===== src/rtl/uart_cmd_pkg.sv =====
// uart_cmd_pkg: shared types and sizes for the UART command link; CMD_CHECKSUM_EN adds a fourth check byte.
package uart_cmd_pkg;
    typedef enum logic [1:0] {IDLE, SEND, WAIT} state_t;
    localparam int FRAME_BITS = 10;
`ifdef CMD_CHECKSUM_EN
    localparam int CMD_BYTES = 4;
`else
    localparam int CMD_BYTES = 3;
`endif
    localparam int BYTE_CNT_W = $clog2(CMD_BYTES);

    function automatic logic [7:0] cmd_byte(input logic [23:0] c, input logic [BYTE_CNT_W-1:0] i);
`ifdef CMD_CHECKSUM_EN
        logic [7:0] sum;
        sum = c[23:16] + c[15:8] + c[7:0];
        if (i == BYTE_CNT_W'(3))
            return ~sum;
`endif
        return i == BYTE_CNT_W'(0) ? c[23:16] : i == BYTE_CNT_W'(1) ? c[15:8] : c[7:0];
    endfunction
endpackage


===== src/rtl/uart_tx.sv =====
// uart_tx: 8N1 serializer; trmt is taken when idle or in the closing cycle of a stop bit.
module uart_tx
    import uart_cmd_pkg::*;
#(
    parameter int BAUD_DIV = 2604
) (
    input  logic       clk,
    input  logic       rst_n,
    input  logic       trmt,
    input  logic [7:0] tx_data,
    output logic       TX,
    output logic       tx_done
);
    localparam int BW = $clog2(BAUD_DIV);

    logic [BW-1:0] baud_q, baud_d;
    logic [3:0]    bit_q, bit_d;
    logic [8:0]    shift_q, shift_d;
    logic          active_q, active_d;
    logic          tx_q, tx_d;
    logic          bit_end;

    assign bit_end = active_q && baud_q == BW'(BAUD_DIV - 1);
    assign tx_done = bit_end && bit_q == 4'(FRAME_BITS - 1);
    assign TX      = tx_q;

    always_comb begin
        baud_d   = active_q && !bit_end ? baud_q + 1'b1 : '0;
        bit_d    = bit_end ? bit_q + 1'b1 : bit_q;
        shift_d  = bit_end ? {1'b1, shift_q[8:1]} : shift_q;
        tx_d     = tx_done ? 1'b1 : bit_end ? shift_q[0] : tx_q;
        active_d = active_q && !tx_done;
        // loading in the stop bit's last cycle lets frames abut with no idle gap
        if (trmt && (!active_q || tx_done)) begin
            baud_d   = '0;
            bit_d    = '0;
            shift_d  = {1'b1, tx_data};
            tx_d     = 1'b0;
            active_d = 1'b1;
        end
    end

    always_ff @(posedge clk or negedge rst_n) begin
        if (!rst_n) begin
            baud_q   <= '0;
            bit_q    <= '0;
            shift_q  <= '1;
            active_q <= 1'b0;
            tx_q     <= 1'b1;
        end else begin
            baud_q   <= baud_d;
            bit_q    <= bit_d;
            shift_q  <= shift_d;
            active_q <= active_d;
            tx_q     <= tx_d;
        end
    end
endmodule


===== src/rtl/uart_cmd_send.sv =====
// uart_cmd_send: sends a 24-bit command as 8N1 bytes, MSB byte first; CMD_CHECKSUM_EN appends a check byte.
module uart_cmd_send
    import uart_cmd_pkg::*;
#(
    parameter int BAUD_DIV = 2604
) (
    input  logic        clk,
    input  logic        rst_n,
    input  logic        send_cmd,
    input  logic [23:0] cmd,
    output logic        TX,
    output logic        busy,
    output logic        cmd_sent
);
    state_t                state_q, state_d;
    logic [23:0]           cmd_q, cmd_d;
    logic [BYTE_CNT_W-1:0] cnt_q, cnt_d;
    logic                  busy_q, busy_d;
    logic                  sent_q, sent_d;
    logic                  trmt, tx_done, last, accept;
    logic [7:0]            tx_data;

    assign last   = cnt_q == BYTE_CNT_W'(CMD_BYTES - 1);
    assign accept = send_cmd && (state_q == IDLE || (state_q == WAIT && tx_done && last));
    // the first byte goes straight from the input so its start bit follows acceptance at once
    assign trmt    = accept || state_q == SEND;
    assign tx_data = accept ? cmd[23:16] : cmd_byte(cmd_q, cnt_q);

    assign busy     = busy_q;
    assign cmd_sent = sent_q;

    uart_tx #(.BAUD_DIV(BAUD_DIV)) u_tx (
        .clk     (clk),
        .rst_n   (rst_n),
        .trmt    (trmt),
        .tx_data (tx_data),
        .TX      (TX),
        .tx_done (tx_done)
    );

    always_comb begin
        state_d = state_q;
        cmd_d   = accept ? cmd : cmd_q;
        cnt_d   = cnt_q;
        busy_d  = busy_q;
        sent_d  = sent_q;
        if (accept) begin
            state_d = SEND;
            cnt_d   = '0;
            busy_d  = 1'b1;
            sent_d  = 1'b0;
        end else if (state_q == SEND) begin
            state_d = WAIT;
        end else if (state_q == WAIT && tx_done) begin
            state_d = last ? IDLE : SEND;
            cnt_d   = last ? cnt_q : cnt_q + 1'b1;
            busy_d  = !last;
            sent_d  = last;
        end
    end

    always_ff @(posedge clk or negedge rst_n) begin
        if (!rst_n) begin
            state_q <= IDLE;
            cmd_q   <= '0;
            cnt_q   <= '0;
            busy_q  <= 1'b0;
            sent_q  <= 1'b0;
        end else begin
            state_q <= state_d;
            cmd_q   <= cmd_d;
            cnt_q   <= cnt_d;
            busy_q  <= busy_d;
            sent_q  <= sent_d;
        end
    end
endmodule


===== config.mk =====
export PLATFORM = sky130hd
export DESIGN_NAME = uart_cmd_send
export DESIGN_NICKNAME = d
export VERILOG_FILES = /design/src/rtl/uart_cmd_pkg.sv /design/src/rtl/uart_tx.sv /design/src/rtl/uart_cmd_send.sv
export SDC_FILE = /design/constraint.sdc
export NUM_CORES = 1
export LEC_CHECK = 0
export CORE_UTILIZATION = 26
export DETAILED_ROUTE_END_ITERATION = 8
export DONT_BUFFER_PORTS = 1
export GPL_ROUTABILITY_DRIVEN = 0
export GPL_TIMING_DRIVEN = 0
export HOLD_SLACK_MARGIN = 0.1
export SYNTH_ARGS = -nofsm -noshare
export SYNTH_HDL_FRONTEND = slang
export SYNTH_SLANG_ARGS = --single-unit

===== constraint.sdc =====
create_clock -name clk -period 2.96 [get_ports clk]
set_input_delay 0.592 -clock clk [delete_from_list [all_inputs] [get_ports clk]]
set_output_delay 0.592 -clock clk [all_outputs]
set_load 0.01 [all_outputs]

==> results.cfg, run 1 <==
[floorplanning]
core_area_sq_mm = 0.0115
dieHeight_um = 111
die_w_um = 111
start_util = 0.269
die_area_sq_mm = 0.0123
num_rows = 39
boundaryPins = 30

[layout]
flow.area_growth_from_synthesis_pct = 11.5
nets = 338
diodes = 0
drive_gt1_frac = 0.199
final_cell_area_sq_mm = 0.00343

[global_routing]
grt_max_degree = 48
overflow = 0
antenna_found_initial = 0
grt_pass1_vias = 2313
grt_pass1_wl_mm = 11.9
grt_usage = 0.120

[clocking]
cts_sinks = 56
cts_tree = done
cts_resized = 0
cts_max_level = 2
cts_hold_buf = 1
cts_setup_buffers = 0
insertion_delay_ns = 0.30
cts-root-buf = clkbuf_16
cts_buffer_depth = 2
numCtsBuffers = 5
clk_pin_slew_worst_paths_ns = 0.07

[run_status]
status = completed

[synthesis]
synthArstFlopShare = 1.00
synth_area_leaders = dfrtp_1 38%, dfstp_2 7.7%, mux2_2 5.9%
synth_ff_type = dfrtp_1
syn-num-nets = 330
synth.distinct_cells = 53
yosys_warnings = 0
synth_top_cell_by_area = dfrtp_1
synthTopCellsByCount = 47 x dfrtp_1, 24 x nor2_1, 21 x nand2_1, 19 x o21ai_0, 16 x mux2_2
synth_cells = 297
synth_edf_count = 0
syn_area_per_cell_sq_um = 10.4
ys_seq_area_frac = 0.459
syn_area_sq_mm = 0.00308
synth_most_common_cell = dfrtp_1
synth_top_area_frac = 0.382
synth-seq-cells = 56

[routing]
drtIter0Drc = 149
post_drt_wl_per_cell_um = 15.7
drc = 0
ant_nets = 0
drt_wl_total_mm = 7.06
viasPerCell = 5.10
dr.pass1.iters = 4
routed-via-count = 2292

[setup_path]
crit_start = u_tx.baud_q[0]$_DFF_PN0_
critPathKind = reg2reg
arrival_ns = 2.90
crit_required_ns = 3.15
max_stage_delay_ns = 0.50
endpoint_kind = flip-flop
path_buf_inv = 3
cpMaxStageDelayCell = o21ai_2
path_delay_family = buffers and inverters
crit_chain = ha_1, clkbuf_2, and4b_1, clkbuf_1, nand3_1, o21ai_2, buf_4, mux2_2
cp-start-kind = flip-flop
r2r_start = u_tx.baud_q[0]$_DFF_PN0_
worstPathMaxFanout = 10

[timing]
drv_slew = 0
hold_violations = 0
fin_crit_sh = 0.917
slew_headroom = 0.503
setup_viol = 0
tightestPinTransition_ns = 0.746
skew_ns = 0.00879
fmax_ghz = 0.368
rsz0062_at_grt = false
tns_ns = 0
finalCriticalPeriod_ns = 2.71

[pwr]
p_leak_nw = 1.36
power.density_mw_per_mm2 = 524
switching_share = 0.271
pwr-share-clk = 0.334
p_int_mw = 1.31
p_switching_uw = 487
combinationalPowerShare = 0.150
ir_worst_vdd_v = 0.000282
seq_power_share = 0.516

[placed_design]
post-dp-hpwl_mm = 5.09
placed_area_sq_mm = 0.00326
port_buffers = 0

[worst_hold_path]
hold_path_class = in2async

[job]
cap_violations = 0
==> cells by family (layout without fill, tap and decap cells) <==
family          Yosys count  count (layout)  share of synthesized area
fa+ha+maj                 6               6                     0.0244
mux                      25              25                     0.0878
simple gates             98              98                      0.185
xor+xnor                 12              12                     0.0341
buf+inv                  35              44                     0.0691
flops                    56              56                      0.459
compound gates           65              65                      0.141
==> layout make-up <==
type / instances / area, sq um
Fill cell: 1182 / 8040
Multi-Input combinational cell: 206 / 1450
Sequential cell: 56 / 1410
Tap cell: 143 / 179
Buffer: 20 / 156
Clock buffer: 5 / 125
Inverter: 15 / 56.3
Timing Repair Buffer: 1 / 27.5
Clock inverter: 3 / 21.3
==> sequential cells by signal, summed over array words and instances (netlist names) <==
register,cells
u_tx.baud_q,12
u_tx.TX,1
state_q,2
cnt_q,2
u_tx.shift_q,8
busy,1
u_tx.bit_q,4
cmd_q,24
u_tx.active_q,1
cmd_sent,1
==> cells in the final DEF, fill, tap and decap left out, drive strengths merged, types with 5 or more instances in the layout <==
cell type / n
nand4: 7
a31oi: 10
nand2: 21
a221oi: 7
ha: 6
dfstp: 9
clkbuf: 21
mux2: 16
a21oi: 10
nor2: 24
xor2: 10
nand3: 5
buf: 5
dfrtp: 47
o211ai: 10
and4: 7
o21ai: 20
mux2i: 9
nor3: 10
inv: 16
==> per-layer routing <==
layer / GRT usage / part of all wire / routed length, um / up-vias
li1: - / - / - / 1089
met4: 0.0382 / 0.015 / 104 / 0
met2: 0.197 / 0.48 / 3410 / 56
met3: 0.0306 / 0.052 / 369 / 12
met5: 0 / 0 / 0 / -
met1: 0.154 / 0.45 / 3170 / 1135
==> power groups by stage <==
stage	Sequential, mW	Combinational, mW	Clock (mW)
floorplan	0.926	0.204	0
detailed placement	0.943	0.253	0
global route	0.940	0.305	0.635
finish	0.927	0.270	0.601
global placement	0.937	0.243	0
CTS	0.929	0.273	0.611
==> worst paths after layout <==
| kind | slack [ns] | end | cells after the start |
|---|---|---|---|
| worst min-delay path | 0.13 | u_tx.shift_q[5]$_DFFE_PN1P_ | 0 |
| min in group clk | 0.44 | cmd_q[5]$_DFFE_PN0P_ | 1 |
| worst max register to register | 0.25 | cmd_q[7]$_DFFE_PN0P_ | 8 |
| worst min register to register | 0.46 | u_tx.baud_q[0]$_DFF_PN0_ | 1 |
| max in group asynchronous | 2.61 | cmd_q[19]$_DFFE_PN0P_ | 1 |
| worst max-delay path | 0.25 | cmd_q[7]$_DFFE_PN0P_ | 8 |
==> metrics by stage <==
stage	instances	hold WS (ns)	setup slack (ns)	utilization	total power [mW]
6_report	449	0.132	0.246	0.299	1.80
5_1_grt	449	0.122	0.0649	0.299	1.88
4_1_cts	449	0.129	0.221	0.299	1.81
3_5_place_dp	440	0.301	0.224	0.284	1.20
3_3_place_gp	440	0.301	0.244	0.284	1.18
2_1_floorplan	297	0.296	0.674	-	1.13
Power figures use the tool's default switching activity.
==> run 2, diff against run 1 <==
Settings changed: CTS_CLUSTER_DIAMETER set to 40, GPL_TIMING_DRIVEN 0 to not set.
==> results.cfg, run 2 (same netlist as run 1, synthesis figures left out) <==
[global_routing]
grt_max_degree = 48
grt_pass1_vias = 2186
antenna_found_initial = 0
overflow = 0
grt_usage = 0.113
grt_pass1_wl_mm = 11.2

[timing]
tns_ns = 0
finalCriticalPeriod_ns = 2.52
drv_slew = 0
tightestPinTransition_ns = 0.766
skew_ns = 0.00801
hold_violations = 0
slew_headroom = 0.490
rsz0062_at_grt = false
setup_viol = 0
fmax_ghz = 0.397
fin_crit_sh = 0.850

[routing]
drt_wl_total_mm = 6.57
post_drt_wl_per_cell_um = 15.2
drtIter0Drc = 172
ant_nets = 0
viasPerCell = 5.09
drc = 0
dr.pass1.iters = 5
routed-via-count = 2203

[floorplanning]
num_rows = 39
boundaryPins = 30
start_util = 0.269
core_area_sq_mm = 0.0115
dieHeight_um = 111
die_area_sq_mm = 0.0123
die_w_um = 111

[placed_design]
placedCellCount = 424
placed_area_sq_mm = 0.00313
post-dp-hpwl_mm = 4.76
port_buffers = 0

[layout]
reg_top3 = cmd_q (24), u_tx.baud_q (12), u_tx.shift_q (8)
regMostFlops = cmd_q
flow.area_growth_from_synthesis_pct = 7.35
mostFrequentLayoutCells = 47 x dfrtp_1, 24 x nor2_1, 21 x nand2_1
final_cell_area_sq_mm = 0.00331
fin_util = 0.288
final_common_cell = dfrtp_1
multi_input_area_sq_mm = 0.00145
largest_register_ffs = 24
diodes = 0
stdcell_count = 433
drive_gt1_frac = 0.186
nets = 322
fill_cells = 1185
seqCellArea_sq_mm = 0.00141

[clocking]
cts_buffer_depth = 2
numCtsBuffers = 5
insertion_delay_ns = 0.30
cts_sinks = 56
cts_resized = 0
cts-root-buf = clkbuf_16
cts_max_level = 2
clk_pin_slew_worst_paths_ns = 0.07
cts_tree = done

[setup_path]
path_delay_family = simple AND/OR/NAND/NOR gates
crit_required_ns = 3.14
arrival_ns = 2.70
path_buf_inv = 2
worstPathMaxFanout = 26
crit_start = cnt_q[0]$_DFFE_PN0P_
critPathKind = reg2reg
cpMaxStageDelayCell = or3_1
crit_chain = inv_1, ha_1, nand2b_1, or3_1, o21ai_2, buf_4, mux2_2
cp-start-kind = flip-flop
endpoint_kind = flip-flop
max_stage_delay_ns = 0.55
r2r_start = cnt_q[0]$_DFFE_PN0P_

[pwr]
ir_worst_vdd_v = 0.000359
p_leak_nw = 1.30
power.density_mw_per_mm2 = 540

[run_status]
status = completed

[worst_hold_path]
hold_path_class = in2async

[job]
cap_violations = 0
run 2: cell count changes in the layout (fill, tap and decap cells not counted):
cell,change
clkbuf_8,-6
buf_6,-2
buf_2,-1
buf_4,+3
clkbuf_1,-9
clkbuf_2,-1
run 2: stage by stage:
step	setup slack [ns]	hold slack (ns)	power, mW
2_1_floorplan	0.674	0.296	1.13
4_1_cts	0.471	0.127	1.80
3_5_place_dp	0.488	0.300	1.20
3_3_place_gp	0.575	0.300	1.18
5_1_grt	0.298	0.121	1.88
6_report	0.443	0.137	1.79
run 2: timing repair:
| action | in CTS | in global routing |
|---|---|---|
| hold buffers | 1 | 0 |
| endpoints found under the setup margin | 0 | 0 |
| buffers inserted | 0 | 0 |
| hold endpoints to repair | 47 | 0 |
run 2: worst paths after layout:
check,end,slack [ns],cells after the start
worst min-delay path,u_tx.shift_q[4]$_DFFE_PN1P_,0.14,0
max in group asynchronous,cmd_q[22]$_DFFE_PN0P_,2.61,1
min in group clk,cmd_q[10]$_DFFE_PN0P_,0.44,1
worst max-delay path,cmd_q[7]$_DFFE_PN0P_,0.44,7
worst min register to register,u_tx.baud_q[0]$_DFF_PN0_,0.45,1
worst max register to register,cmd_q[7]$_DFFE_PN0P_,0.44,7
run 2: power by group:
group | total, mW | switching [mW] | internal [mW]
combinational | 0.267 | 0.144 | 0.123
clock | 0.589 | 0.274 | 0.315
sequential | 0.929 | 0.0597 | 0.870
run 2: cell type report:
cell class | count | share of cell area
Multi-Input combinational cell | 206 | 0.440
Sequential cell | 56 | 0.427
Tap cell | 143 | 0.0541
Clock buffer | 5 | 0.0379
Timing Repair Buffer | 5 | 0.0174
Inverter | 15 | 0.0170
Clock inverter | 3 | 0.00643
run 2: worst register-to-register path: stages, from the launching register on:
cell      delay, ns
dfrtp_1        0.41
inv_1          0.09
ha_1           0.25
nand2b_1       0.24
or3_1          0.55
o21ai_2        0.17
buf_4          0.31
mux2_2         0.39
run 2: routing by layer:
| metal | up-vias | GRT usage | wire length, um |
|---|---|---|---|
| met5 | - | 0 | 0 |
| met2 | 52 | 0.180 | 3080 |
| met4 | 0 | 0.0427 | 142 |
| met3 | 11 | 0.0323 | 326 |
| met1 | 1081 | 0.146 | 3020 |
| li1 | 1059 | - | - |
==> run 3, diff against run 2 <==
Settings changed: SLEW_MARGIN set to 10.
==> results of run 3 <==
Final layout, timing and power as in run 2 (identical DEF).
